<file path="src/rtl/dct_pkg.sv">
// dct_pkg: shared FSM states, HEVC integer DCT matrices and arithmetic helpers
package dct_pkg;

    typedef enum logic [1:0] {LOAD, CALC, DRAIN} state_t;

    localparam int C4 [4][4] = '{
        '{64,  64,  64,  64},
        '{83,  36, -36, -83},
        '{64, -64, -64,  64},
        '{36, -83,  83, -36}
    };

    localparam int C8 [8][8] = '{
        '{64,  64,  64,  64,  64,  64,  64,  64},
        '{89,  75,  50,  18, -18, -50, -75, -89},
        '{83,  36, -36, -83, -83, -36,  36,  83},
        '{75, -18, -89, -50,  50,  89,  18, -75},
        '{64, -64, -64,  64,  64, -64, -64,  64},
        '{50, -89,  18,  75, -75, -18,  89, -50},
        '{36, -83,  83, -36, -36,  83, -83,  36},
        '{18, -50,  75, -89,  89, -75,  50, -18}
    };

    function automatic logic signed [7:0] coef(input int n, input int k, input int i);
        return 8'(n == 8 ? C8[k][i] : C4[k][i]);
    endfunction

    // Clamp to the signed range of a w-bit result; caller truncates to w bits.
    function automatic logic signed [31:0] sat(input logic signed [31:0] v, input int w);
        logic signed [31:0] hi;
        logic signed [31:0] lo;
        hi = (32'sd1 <<< (w - 1)) - 32'sd1;
        lo = -hi - 32'sd1;
        return v > hi ? hi : v < lo ? lo : v;
    endfunction

endpackage

</file>
<file path="src/rtl/dct_mac_row.sv">
// dct_mac_row: one DCT output coefficient as a rounded, shifted, saturated dot product
module dct_mac_row
    import dct_pkg::*;
#(
    parameter int N     = 4,
    parameter int IN_W  = 8,
    parameter int OUT_W = 10,
    parameter int SHIFT = 7
) (
    input  logic [IN_W-1:0]          x [N],
    input  logic [$clog2(N)-1:0]     k,
    output logic signed [OUT_W-1:0]  y
);

    localparam int ACC_W = IN_W + 8 + $clog2(N) + 1;
    localparam int RND   = 1 << (SHIFT - 1);

    logic signed [ACC_W-1:0] acc;
    logic signed [ACC_W-1:0] shifted;

    // Samples are zero-extended before the signed multiply; shift is a floor shift.
    always_comb begin
        acc = '0;
        for (int i = 0; i < N; i++)
            acc = acc + ACC_W'($signed({1'b0, x[i]})) * ACC_W'(coef(N, int'(k), i));
        shifted = (acc + ACC_W'(RND)) >>> SHIFT;
        y = OUT_W'(sat(32'(shifted), OUT_W));
    end

endmodule

</file>
<file path="src/rtl/dct_stream.sv">
// dct_stream: serial-in / serial-out N-point integer DCT-II with valid/ready handshakes
module dct_stream
    import dct_pkg::*;
#(
    parameter int N     = 4,
    parameter int IN_W  = 8,
    parameter int OUT_W = 10,
    parameter int SHIFT = 7
) (
    input  logic             clk,
    input  logic             rst,
    input  logic             in_valid,
    input  logic [IN_W-1:0]  in_data,
    output logic             in_ready,
    output logic             out_valid,
    output logic [OUT_W-1:0] out_data,
    output logic             out_last,
    input  logic             out_ready
);

    if (N != 4 && N != 8) begin : g_bad_n
        $error("dct_stream: N must be 4 or 8");
    end

    localparam int KW = $clog2(N);
    localparam logic [KW-1:0] LAST = KW'(N - 1);

    state_t                  state;
    logic [KW-1:0]           cnt;
    logic [IN_W-1:0]         xbuf [N];
    logic signed [OUT_W-1:0] ybuf [N];
    logic signed [OUT_W-1:0] y;

    dct_mac_row #(.N(N), .IN_W(IN_W), .OUT_W(OUT_W), .SHIFT(SHIFT)) u_row (
        .x (xbuf),
        .k (cnt),
        .y (y)
    );

    // One counter serves all three phases; it wraps to 0 at each phase end since N is a power of two.
    always_ff @(posedge clk) begin
        if (rst) begin
            state     <= LOAD;
            cnt       <= '0;
            in_ready  <= 1'b0;
            out_valid <= 1'b0;
            out_data  <= '0;
            out_last  <= 1'b0;
        end else begin
            case (state)
                LOAD: begin
                    in_ready <= 1'b1;
                    if (in_valid && in_ready) begin
                        xbuf[cnt] <= in_data;
                        cnt       <= cnt + 1'b1;
                        if (cnt == LAST) begin
                            state    <= CALC;
                            in_ready <= 1'b0;
                        end
                    end
                end
                CALC: begin
                    ybuf[cnt] <= y;
                    cnt       <= cnt + 1'b1;
                    if (cnt == LAST) state <= DRAIN;
                end
                DRAIN: begin
                    if (!out_valid || out_ready) begin
                        if (out_valid && out_last) begin
                            out_valid <= 1'b0;
                            out_last  <= 1'b0;
                            in_ready  <= 1'b1;
                            state     <= LOAD;
                        end else begin
                            out_valid <= 1'b1;
                            out_data  <= ybuf[cnt];
                            out_last  <= (cnt == LAST);
                            cnt       <= cnt + 1'b1;
                        end
                    end
                end
                default: state <= LOAD;
            endcase
        end
    end

endmodule
</file>
<file path="config.mk">
export PLATFORM = sky130hd
export DESIGN_NAME = dct_stream
export DESIGN_NICKNAME = d
export VERILOG_FILES = /design/src/rtl/dct_pkg.sv /design/src/rtl/dct_mac_row.sv /design/src/rtl/dct_stream.sv
export SDC_FILE = /design/constraint.sdc
export NUM_CORES = 1
export LEC_CHECK = 0
export CAP_MARGIN = 20
export CORE_UTILIZATION = 51
export CTS_CLUSTER_DIAMETER = 120
export CTS_CLUSTER_SIZE = 14
export DETAILED_ROUTE_END_ITERATION = 10
export PLACE_DENSITY = 0.72
export SYNTH_ARGS = -nofsm -noshare
export SYNTH_HDL_FRONTEND = slang
export SYNTH_SLANG_ARGS = --single-unit
export TNS_END_PERCENT = 10
</file>
<file path="constraint.sdc">
create_clock -name clk -period 20.3 [get_ports clk]
set_input_delay 5.075 -clock clk [delete_from_list [all_inputs] [get_ports clk]]
set_output_delay 5.075 -clock clk [all_outputs]
set_load 0.1 [all_outputs]
</file>
# --- Yosys cells after proc, flatten, opt, wreduce, memory -nomap -nowiden ---
# Memory sizes are Yosys's and may differ from the RTL's. A register that Yosys moved wholly into a read port is not among the register bits.
# Cells that the tools add are included.
# W data, S select, Z words.
word_totals:
  ff_bits: 39
  latch_bits: 0
  mem_bits_rw: 40
  rom_bits: 0
  in_bits: 12
  output_inout_bits: 13
  word_cells: 79
  mem_count: 1
mem_list:
  columns: ["memory", "words", "width", "rd", "rd_clocked_by_memory_dff", "wr", "line", "text"]
  rows:
  - ["ybuf", 4, 10, 1, 1, 1, "dct_stream.sv:31", "logic signed [OUT_W-1:0] ybuf [N];"]
op_classes:
  n_addsub: 5
  n_mul: 4
  div: 0
  order_cmp: 5
  eq_ne: 9
  shift: 0
  muxes: 28
  bitwise: 4
  n_reduce_logical: 14
op_table:
  columns: ["cell", "n"]
  rows:
  - ["$bmux W128 S2", 1]
  - ["$mux W104", 2]
  - ["$mul A9 B8 Y17", 4]
  - ["$add A19 B19 Y19", 3]
  - ["$bwmux W32", 1]
  - ["$ge A32 B3 Y1 const B", 1]
  - ["$not A2 Y32", 1]
  - ["$mux W10", 2]
  - ["$add A19 B8 Y19 const B", 1]
  - ["$demux W8 S2", 1]
  - ["$mux W2", 8]
  - ["$gt A12 B10 Y1 const B", 1]
  - ["$lt A12 B10 Y1 const B", 1]
  - ["$ne A2 B2 Y1 const B", 6]
  - ["$pmux W2 S3", 2]
  - ["$mux W1", 9]
  - ["$reduce_and A3 Y1", 3]
  - ["$mux W8", 1]
  - ["$reduce_and A5 Y1", 1]
  - ["$eq A2 B2 Y1 const B", 2]
  - ["$reduce_and A4 Y1", 1]
  - ["$ge A3 B3 Y1 const B", 1]
  - ["$logic_and A1 B1 Y1", 3]
  - ["$lt A3 B1 Y1 const B", 1]
  - ["11 further kinds", 12]

# --- Depth between registers and ports, before layout ---
logic_depth:
  depth_word: 12
  depth_mapped: 40
  ltp_nobuf: 38

# --- By module ---
# From an unflattened synthesis, not the netlist that was laid out.
unflattened:
  hier_cells: 1103
  hier_area_um2: 11489.8
modules_own_cells:
  columns: ["module", "n_inst", "cells_each", "area_per_inst_um2", "seq_area_each_um2"]
  rows:
  - ["dct_mac_row", 1, 931, 8276.7, 0.0]
  - ["dct_stream", 1, 172, 3213.1, 2502.4]

# --- Worst setup path before layout ---
# OpenSTA, ideal clock, no wires.
synth_path:
  path_type: "register to register"
  start: "reg cnt[0]"
  end: "mem ybuf[0][1] (data pin)"
  setup_time_ns: 0.287
  arrival_time_ns: 9.100
  required_ns: 20.013
  slack_ns: 10.913
  path_stages_with_launch: 34
  n_path_buf: 2
  synth_period_minus_slack_ns: 9.387
  path_cell_list: "dfxtp_1 -> clkbuf_1 -> clkbuf_1 -> clkinv_1 -> ha_1 -> fa_1 -> fa_1 -> inv_1 -> fa_1 -> inv_1 -> fa_1 -> ha_1 -> a21oi_1 -> nor2b_1 -> o21a_1 -> nor2_1 -> o21ai_0 -> a21oi_1 -> xnor2_1 -> ha_1 -> inv_1 -> fa_1 -> inv_1 -> fa_1 -> inv_1 -> fa_1 -> inv_1 -> ha_1 -> inv_1 -> or4b_1 -> a41oi_2 -> xnor2_2 -> nor2_1 -> or4_1"
synth_via:
  elab_chain_len: 12
  elab_cells_between_ends: 16
  classes_between: "add/sub: 4; mul: 4; order compare: 2; mux: 5; bitwise: 1"
synth_lines:
  columns: ["item", "line", "text"]
  rows:
  - ["start: declaration", "dct_stream.sv:29", "logic [KW-1:0] cnt;"]
  - ["start signal: assignment", "dct_stream.sv:55", "cnt <= cnt + 1'b1;"]
  - ["start signal: assignment", "dct_stream.sv:64", "cnt <= cnt + 1'b1;"]
  - ["start signal: assignment", "dct_stream.sv:78", "cnt <= cnt + 1'b1;"]
  - ["$not A2 Y32 (not written as such) *", "dct_pkg.sv:25", "return 8'(n == 8 ? C8[k][i] : C4[k][i]);"]
  - ["$bmux W128 S2 *", "dct_pkg.sv:25", null]
  - ["$mux W104 (not written as such) * (2 in a row)", "dct_pkg.sv:25", null]
  - ["$mul A9 B8 Y17", "dct_mac_row.sv:25", "acc = acc + ACC_W'($signed({1'b0, x[i]})) * ACC_W'(coef(N, int'(k), i));"]
  - ["$add A19 B19 Y19 (2 in a row)", "dct_mac_row.sv:25", null]
  - ["$add A19 B19 Y19 *", "dct_mac_row.sv:25", null]
  - ["$add A19 B8 Y19 *", "dct_mac_row.sv:26", "shifted = (acc + ACC_W'(RND)) >>> SHIFT;"]
  - ["$lt A12 B10 Y1", "dct_pkg.sv:34", "return v > hi ? hi : v < lo ? lo : v;"]
  - ["$mux W10", "dct_pkg.sv:34", null]
  - ["$mux W10 *", "dct_pkg.sv:34", null]
  - ["via u_row.y[1]", "dct_mac_row.sv:12", "output logic signed [OUT_W-1:0] y"]
  - ["end: declaration", "dct_stream.sv:31", null]
# Mark *: on every way through the listed nets, which the timed path passes. The rest lies on a longest branch. The select of a mux whose other input is x is not followed.

# --- Worst setup path in the final report ---
# Same ends and word-level chain as after synthesis.

==> results.cfg <==
[synth]
ys.flop_type = edfxtp_1
synth_area_per_cell_um2 = 10.3
yosysWarnings = 0
syn-num-nets = 1561
ys_seq_area_share_pct = 20.5
syn_area_mm2 = 0.0122
synth_cell_types = 55
ys_ff_latch = 89
synth_edf_count = 72
synthCells = 1186
synthArstFlopShare_pct = 0

[drt]
via_per_inst = 5.06
vias = 7758
routedWlPerCell_um = 15.8
remaining_drc_errors = 0
drt_pass1_iterations = 4
drt-initial-drc-count = 365
routed_wl_um = 24200
postRouteAntennaNets = 0

[die]
fp.dieW_um = 157
rows = 56
core_area_mm2 = 0.0235
io-pin-count = 25
initial_core_util_pct = 51.9
die_height_um = 157
dieArea_mm2 = 0.0245

[outcome]
status = finished clean

[clock_network]
cts_root_buf = clkbuf_16
postCtsSetupRepairBufs = 0
numCtsBuffers = 9
holdBufCountCts = 0
cts_buffer_depth = 2
cts_resized = 0
cts_sinks = 89
cts.clk_slew.worst_paths_ps = 70
clk_latency_ps = 360
cts.htree.levels = 3
cts_tree = done

[worst_setup_path]
r2r_cells = 36
critPathMaxFanout = 36
cp_slowest_cell = ha_1
crit_path_start_kind = flop
worstReg2RegStart = cnt[0]
cp_common_cell = inv_1
criticalPathCategory = reg2reg
cp.arrival_ps = 10280
r2r_end = ybuf[0][1]
end_kind = flop
cp.required_ps = 20380
cpPeakStageDelay_ps = 850
r2r_slack_ps = 10090

[sta]
worst_pin_slew_ps = 990
rsz0062_at_grt = no
hold_viol = 0
finalCriticalPeriod_ps = 10210
max_slew_margin_pct = 33.8
tns_ps = 0
clock-skew-final_ps = 9.08
whs_ps = 500
finalSetupViolations = 0
slew_violations = 0
period_share_pct = 50.3
clock.fmax_ghz = 0.0980

[job]
drv_cap = 0

[final_layout]
syn_to_final_growth_pct = 7.50
nNetsFinal = 1583
finalInstanceArea_mm2 = 0.0131
layout_common_cells = 285 x inv_1, 217 x ha_1, 146 x fa_1
fillers = 1984
drive_gt1_share_pct = 3.79
final_common_cell = inv_1
insertedDiodeCount = 0
final-seq-area_mm2 = 0.00250
multi_input_area_mm2 = 0.00855

[place]
port_buffers = 24
globalplace.congestion = 0.870
dp_hpwl_um = 20900
postPlaceCellArea_mm2 = 0.0128

[hold_path]
hold_path_depth = 2
min_to = out_data[8]
hold_class = reg2reg
hp-start = out_data[8]

[global_routing]
grt_max_degree = 37
grt.overflow.total = 0
antenna_found_initial = 0
grt_pass1_vias = 8223
grt_first_pass_wirelength_um = 41200
grt_usage_pct = 22.0

[power_and_ir_drop]
leakage_nw = 6.81
power_density_mw_per_mm2 = 130
peakVddDrop_v = 0.000227
-- flip-flops by register name, indices dropped and copies added (netlist names) --
register	count
ybuf	40
out_last	1
out_data	10
in_ready	1
state	2
out_valid	1
xbuf	32
cnt	2
-- routing by layer --
metal / GRT usage [%] / share of wire, % / up-vias
li1: - / - / 3843
met1: 30.2 / 47 / 3742
met2: 36.6 / 48 / 142
met3: 1.86 / 3.2 / 31
met4: 7.28 / 2.1 / 0
met5: 0 / 0 / -
-- worst max-delay path by stage --
stage                start          to  slack [ps]
floorplan           cnt[0]  ybuf[0][1]       10910
global placement    cnt[0]  ybuf[1][1]       10370
detailed placement  cnt[0]  ybuf[2][1]       10190
CTS                 cnt[0]  ybuf[0][1]       10110
global route        cnt[0]  ybuf[0][1]        9450
finish              cnt[0]  ybuf[0][1]       10090
-- report_power, final --
part | switching (mW) | internal, mW
Combinational | 0.749 | 0.481
Sequential | 0.00209 | 0.309
Clock | 0.0797 | 0.0876
-- cells in the mapped netlist, drive strengths merged, types with 3 or more instances --
master / instances / area (µm²)
o31ai: 4 / 30.0
xor2: 16 / 148
o21ai: 17 / 88.8
ha: 217 / 2720
o21a: 14 / 105
o31a: 3 / 26.3
nor2b: 28 / 175
and3: 11 / 68.8
nor3: 13 / 65.1
fa: 146 / 2920
or3: 6 / 37.5
mux4: 10 / 225
edfxtp: 72 / 2160
o311a: 3 / 30.0
a211oi: 5 / 60.1
dfxtp: 17 / 340
and2: 65 / 407
mux2i: 11 / 110
a21oi: 28 / 144
nand3: 10 / 50.1
a21o: 10 / 75.1
a31oi: 5 / 31.3
nand2b: 21 / 131
xnor2: 37 / 339
o41ai: 3 / 26.3
clkbuf: 16 / 60.1
nand2: 46 / 173
inv: 285 / 1070
nor2: 45 / 169
-- cell families (layout without fill, tap and decap cells) --
kind of cell / count (synthesis) / in the layout / synth area share, %
buffers and inverters: 303 / 330 / 9.33
multiplexers: 22 / 22 / 2.84
adder cells (fa/ha/maj): 363 / 363 / 46.3
AND/OR/NAND/NOR: 255 / 255 / 11.1
AO/OA/AOI/OAI: 100 / 100 / 5.87
flip-flops: 89 / 89 / 20.5
XOR/XNOR: 53 / 53 / 3.99
other: 1 / 1 / 0.0308
-- worst max-delay path, delay by kind of cell (launching register included) --
kind                     cells  cell delay (ps)
adder cells (fa/ha/maj)     11             4940
AND/OR/NAND/NOR              6             1760
AO/OA/AOI/OAI                7             1220
buffers and inverters        9              940
flip-flops                   1              600
XOR/XNOR                     3              440
-- final cells by class --
class	instances	area share, %
multi-input combinational	794	65.2
sequential	89	19.1
inverter	286	8.19
tap	319	3.05
timing repair buffer	28	2.06
clock buffer	9	1.72
clock inverter	7	0.621
-- per-stage QoR --
| stage | power (mW) | util, % | instances | setup slack (ps) |
|---|---|---|---|---|
| floorplan | 1.23 | - | 1186 | 10910 |
| global placement | 1.50 | 54.5 | 1516 | 10370 |
| detailed placement | 1.53 | 54.5 | 1516 | 10190 |
| CTS | 1.71 | 55.8 | 1532 | 10110 |
| global route | 1.88 | 55.8 | 1532 | 9450 |
| finish | 1.71 | 55.8 | 1532 | 10090 |
Power figures use the tool's default switching activity.
==> variant, RTL diff (same settings) <==
Encoding of `state_t`: now one-hot (3 bits for 3 states).
--- a/src/rtl/dct_pkg.sv
+++ b/src/rtl/dct_pkg.sv
@@ -1,7 +1,7 @@
 // dct_pkg: shared FSM states, HEVC integer DCT matrices and arithmetic helpers
 package dct_pkg;
 
-    typedef enum logic [1:0] {LOAD, CALC, DRAIN} state_t;
+    typedef enum logic [2:0] {LOAD = 3'b001, CALC = 3'b010, DRAIN = 3'b100} state_t;
 
     localparam int C4 [4][4] = '{
         '{64,  64,  64,  64},
Formal check against the unedited RTL: same outputs for any inputs over 4 cycles, from zero or initial values and one cycle with rst high; so few cycles prove little.
==> variant against the original RTL <==
Synthesized cell count up 1.6%. Routed wire length rose by 5.3%. Fmax is 5.1% higher. Design area rose by 0.52%. Sequential cell count increased by 1. Total power down 6.5%. Setup slack gained 0.49 ns. Synthesized area up 0.43%. Critical path type unchanged. Highest routed layer unchanged.
==> variant: results (changes against the original RTL) <==
stage,metric,value,unit,change
run_status,status,finished clean,,unchanged
pwr,ir_drop,0.149,mV,was 0.227 mV
grt,groute.usage.overall,0.226,,was 0.220
place,dp_hpwl,21.4,mm,was 20.9 mm
cells_and_area,multi_input_cells,811,,was 794
clock_tree,ctsHtreeMaxLevel,3,,unchanged
sta,fin_skew,0.0112,ns,was 0.00908 ns
setup_path,crit_top_cell,inv_1,,unchanged
synthesis,synthArstFlopShare,0,,unchanged
cells_and_area,drive_gt1_frac,0.0373,,was 0.0379
synthesis,synth_area,12200,µm²,about the same
synthesis,synthCells,1205,,was 1186
route,vias,8107,,was 7758
route,viasPerCell,5.23,,was 5.06
pwr,power_density,121,nW/µm²,was 130 nW/µm²
synthesis,synth.area.top_cells,"fa_1 24%, ha_1 22%, edfxtp_1 18%, inv_1 8.8%, and2_1 3.5%",,"was fa_1 24%, ha_1 22%, edfxtp_1 18%, inv_1 8.8%, and2_1 3.3%"
setup_path,arrival,9.78,ns,was 10.28 ns
setup_path,rr_endpoint,ybuf[0][1],,unchanged
place,place_ws,10.61,ns,was 10.19 ns
place,place_inst,1535,,was 1516
synthesis,netlist-cell-type-count,57,,was 55
cells_and_area,inverters_excl_clock,287,,was 286
setup_path,cp_max_fo,51,,was 36
sta,fmax,0.103,GHz,was 0.0980 GHz
grt,grt_max_degree,52,,was 37
cells_and_area,n_fill_cell,2051,,was 1984
route,dr.pass1.iters,5,,was 4
cells_and_area,multi_input_area,8580,µm²,was 8550 µm²
synthesis,yosysSeqAreaShare,0.206,,was 0.205
synthesis,syn_nets,1580,,was 1561
cells_and_area,clk_share,0.0244,,was 0.0234
place,dpl-instance-area,12800,µm²,about the same
clock_tree,postCtsSetupRepairBufs,0,,unchanged
synthesis,synth_edf_count,72,,unchanged
cells_and_area,regArea,2520,µm²,was 2500 µm²
pwr,leakage,6.81,nW,about the same
clock_tree,cts_made_buffers,9,,unchanged
setup_path,r2r_cells,37,,was 36
grt,grt_pass1_wl,42.5,mm,was 41.2 mm
synthesis,synth_commonest_cells,"286 x inv_1, 217 x ha_1, 146 x fa_1",,"was 285 x inv_1, 217 x ha_1, 146 x fa_1"
grt,grt_pass1_vias,8486,,was 8223
sta,worstMarginPinSlew,0.969,ns,was 0.990 ns
place,routabilityCongestion,0.837,,was 0.870
setup_path,r2r_start,cnt[0],,unchanged
clock_tree,cts.repair.resized,0,,unchanged
cells_and_area,bufAreaShareNonClock,0.0205,,was 0.0206
route,first_iter_violations,400,,was 365
clock_tree,cts_sinks,90,,was 89
setup_path,max_stage_delay,0.60,ns,was 0.85 ns
clock_tree,path_clk_slew,0.08,ns,
route,routed_wl,25.5,mm,was 24.2 mm
setup_path,critPathSlowestCell,or4_1,,was ha_1
[variant: cell types whose count changed after synthesis, sizes merged, moves of 3 or more]
cell	before	now
and3	11	8
and2	65	69
a21oi	28	35
nand2	46	67
mux2i	11	1
nor2	45	34
[variant: worst min-delay path by stage]
stage	slack, ns	from	endpoint
final	0.46	out_data[1]	out_data[1]
after CTS	0.46	out_data[7]	out_data[7]
after global placement	0.44	out_data[2]	out_data[2]
after global routing	0.47	out_data[8]	out_data[8]
after detailed placement	0.45	out_data[7]	out_data[7]
after floorplan	0.54	state[2]	in_ready
[variant: critical path, delay by kind of cell (launching register included)]
family / cells / cell delay [ns]
simple gates: 5 / 1.17
xor+xnor: 3 / 0.65
compound gates: 8 / 1.67
buf+inv: 10 / 1.31
fa+ha+maj: 11 / 4.24
flops: 1 / 0.33
[variant: logic make-up after synthesis]
kind of cell,Yosys count,synth area share
compound gates,114,0.0653
fa+ha+maj,363,0.461
xor+xnor,53,0.0392
buf+inv,304,0.0932
mux,13,0.0211
other cells,1,0.000306
simple gates,267,0.114
flops,90,0.206
[variant: power by group]
| part | switching (W) | total (W) | leakage (nW) | internal [W] |
|---|---|---|---|---|
| combinational | 0.000677 | 0.00112 | 5.86 | 0.000438 |
| sequential | 0.000000995 | 0.000300 | 0.794 | 0.000299 |
| clock | 0.0000834 | 0.000183 | 0.154 | 0.0000994 |
| total | 0.000762 | 0.00160 | 6.81 | 0.000837 |
[variant: metal layers]
layer | wire length (µm) | GRT usage | vias up | share of wire
met5 | 0 | 0 | - | 0
met4 | 536 | 0.0626 | 0 | 0.021
met3 | 1350 | 0.0358 | 40 | 0.053
met2 | 12600 | 0.395 | 181 | 0.49
met1 | 11100 | 0.290 | 3975 | 0.43
li1 | - | - | 3911 | -
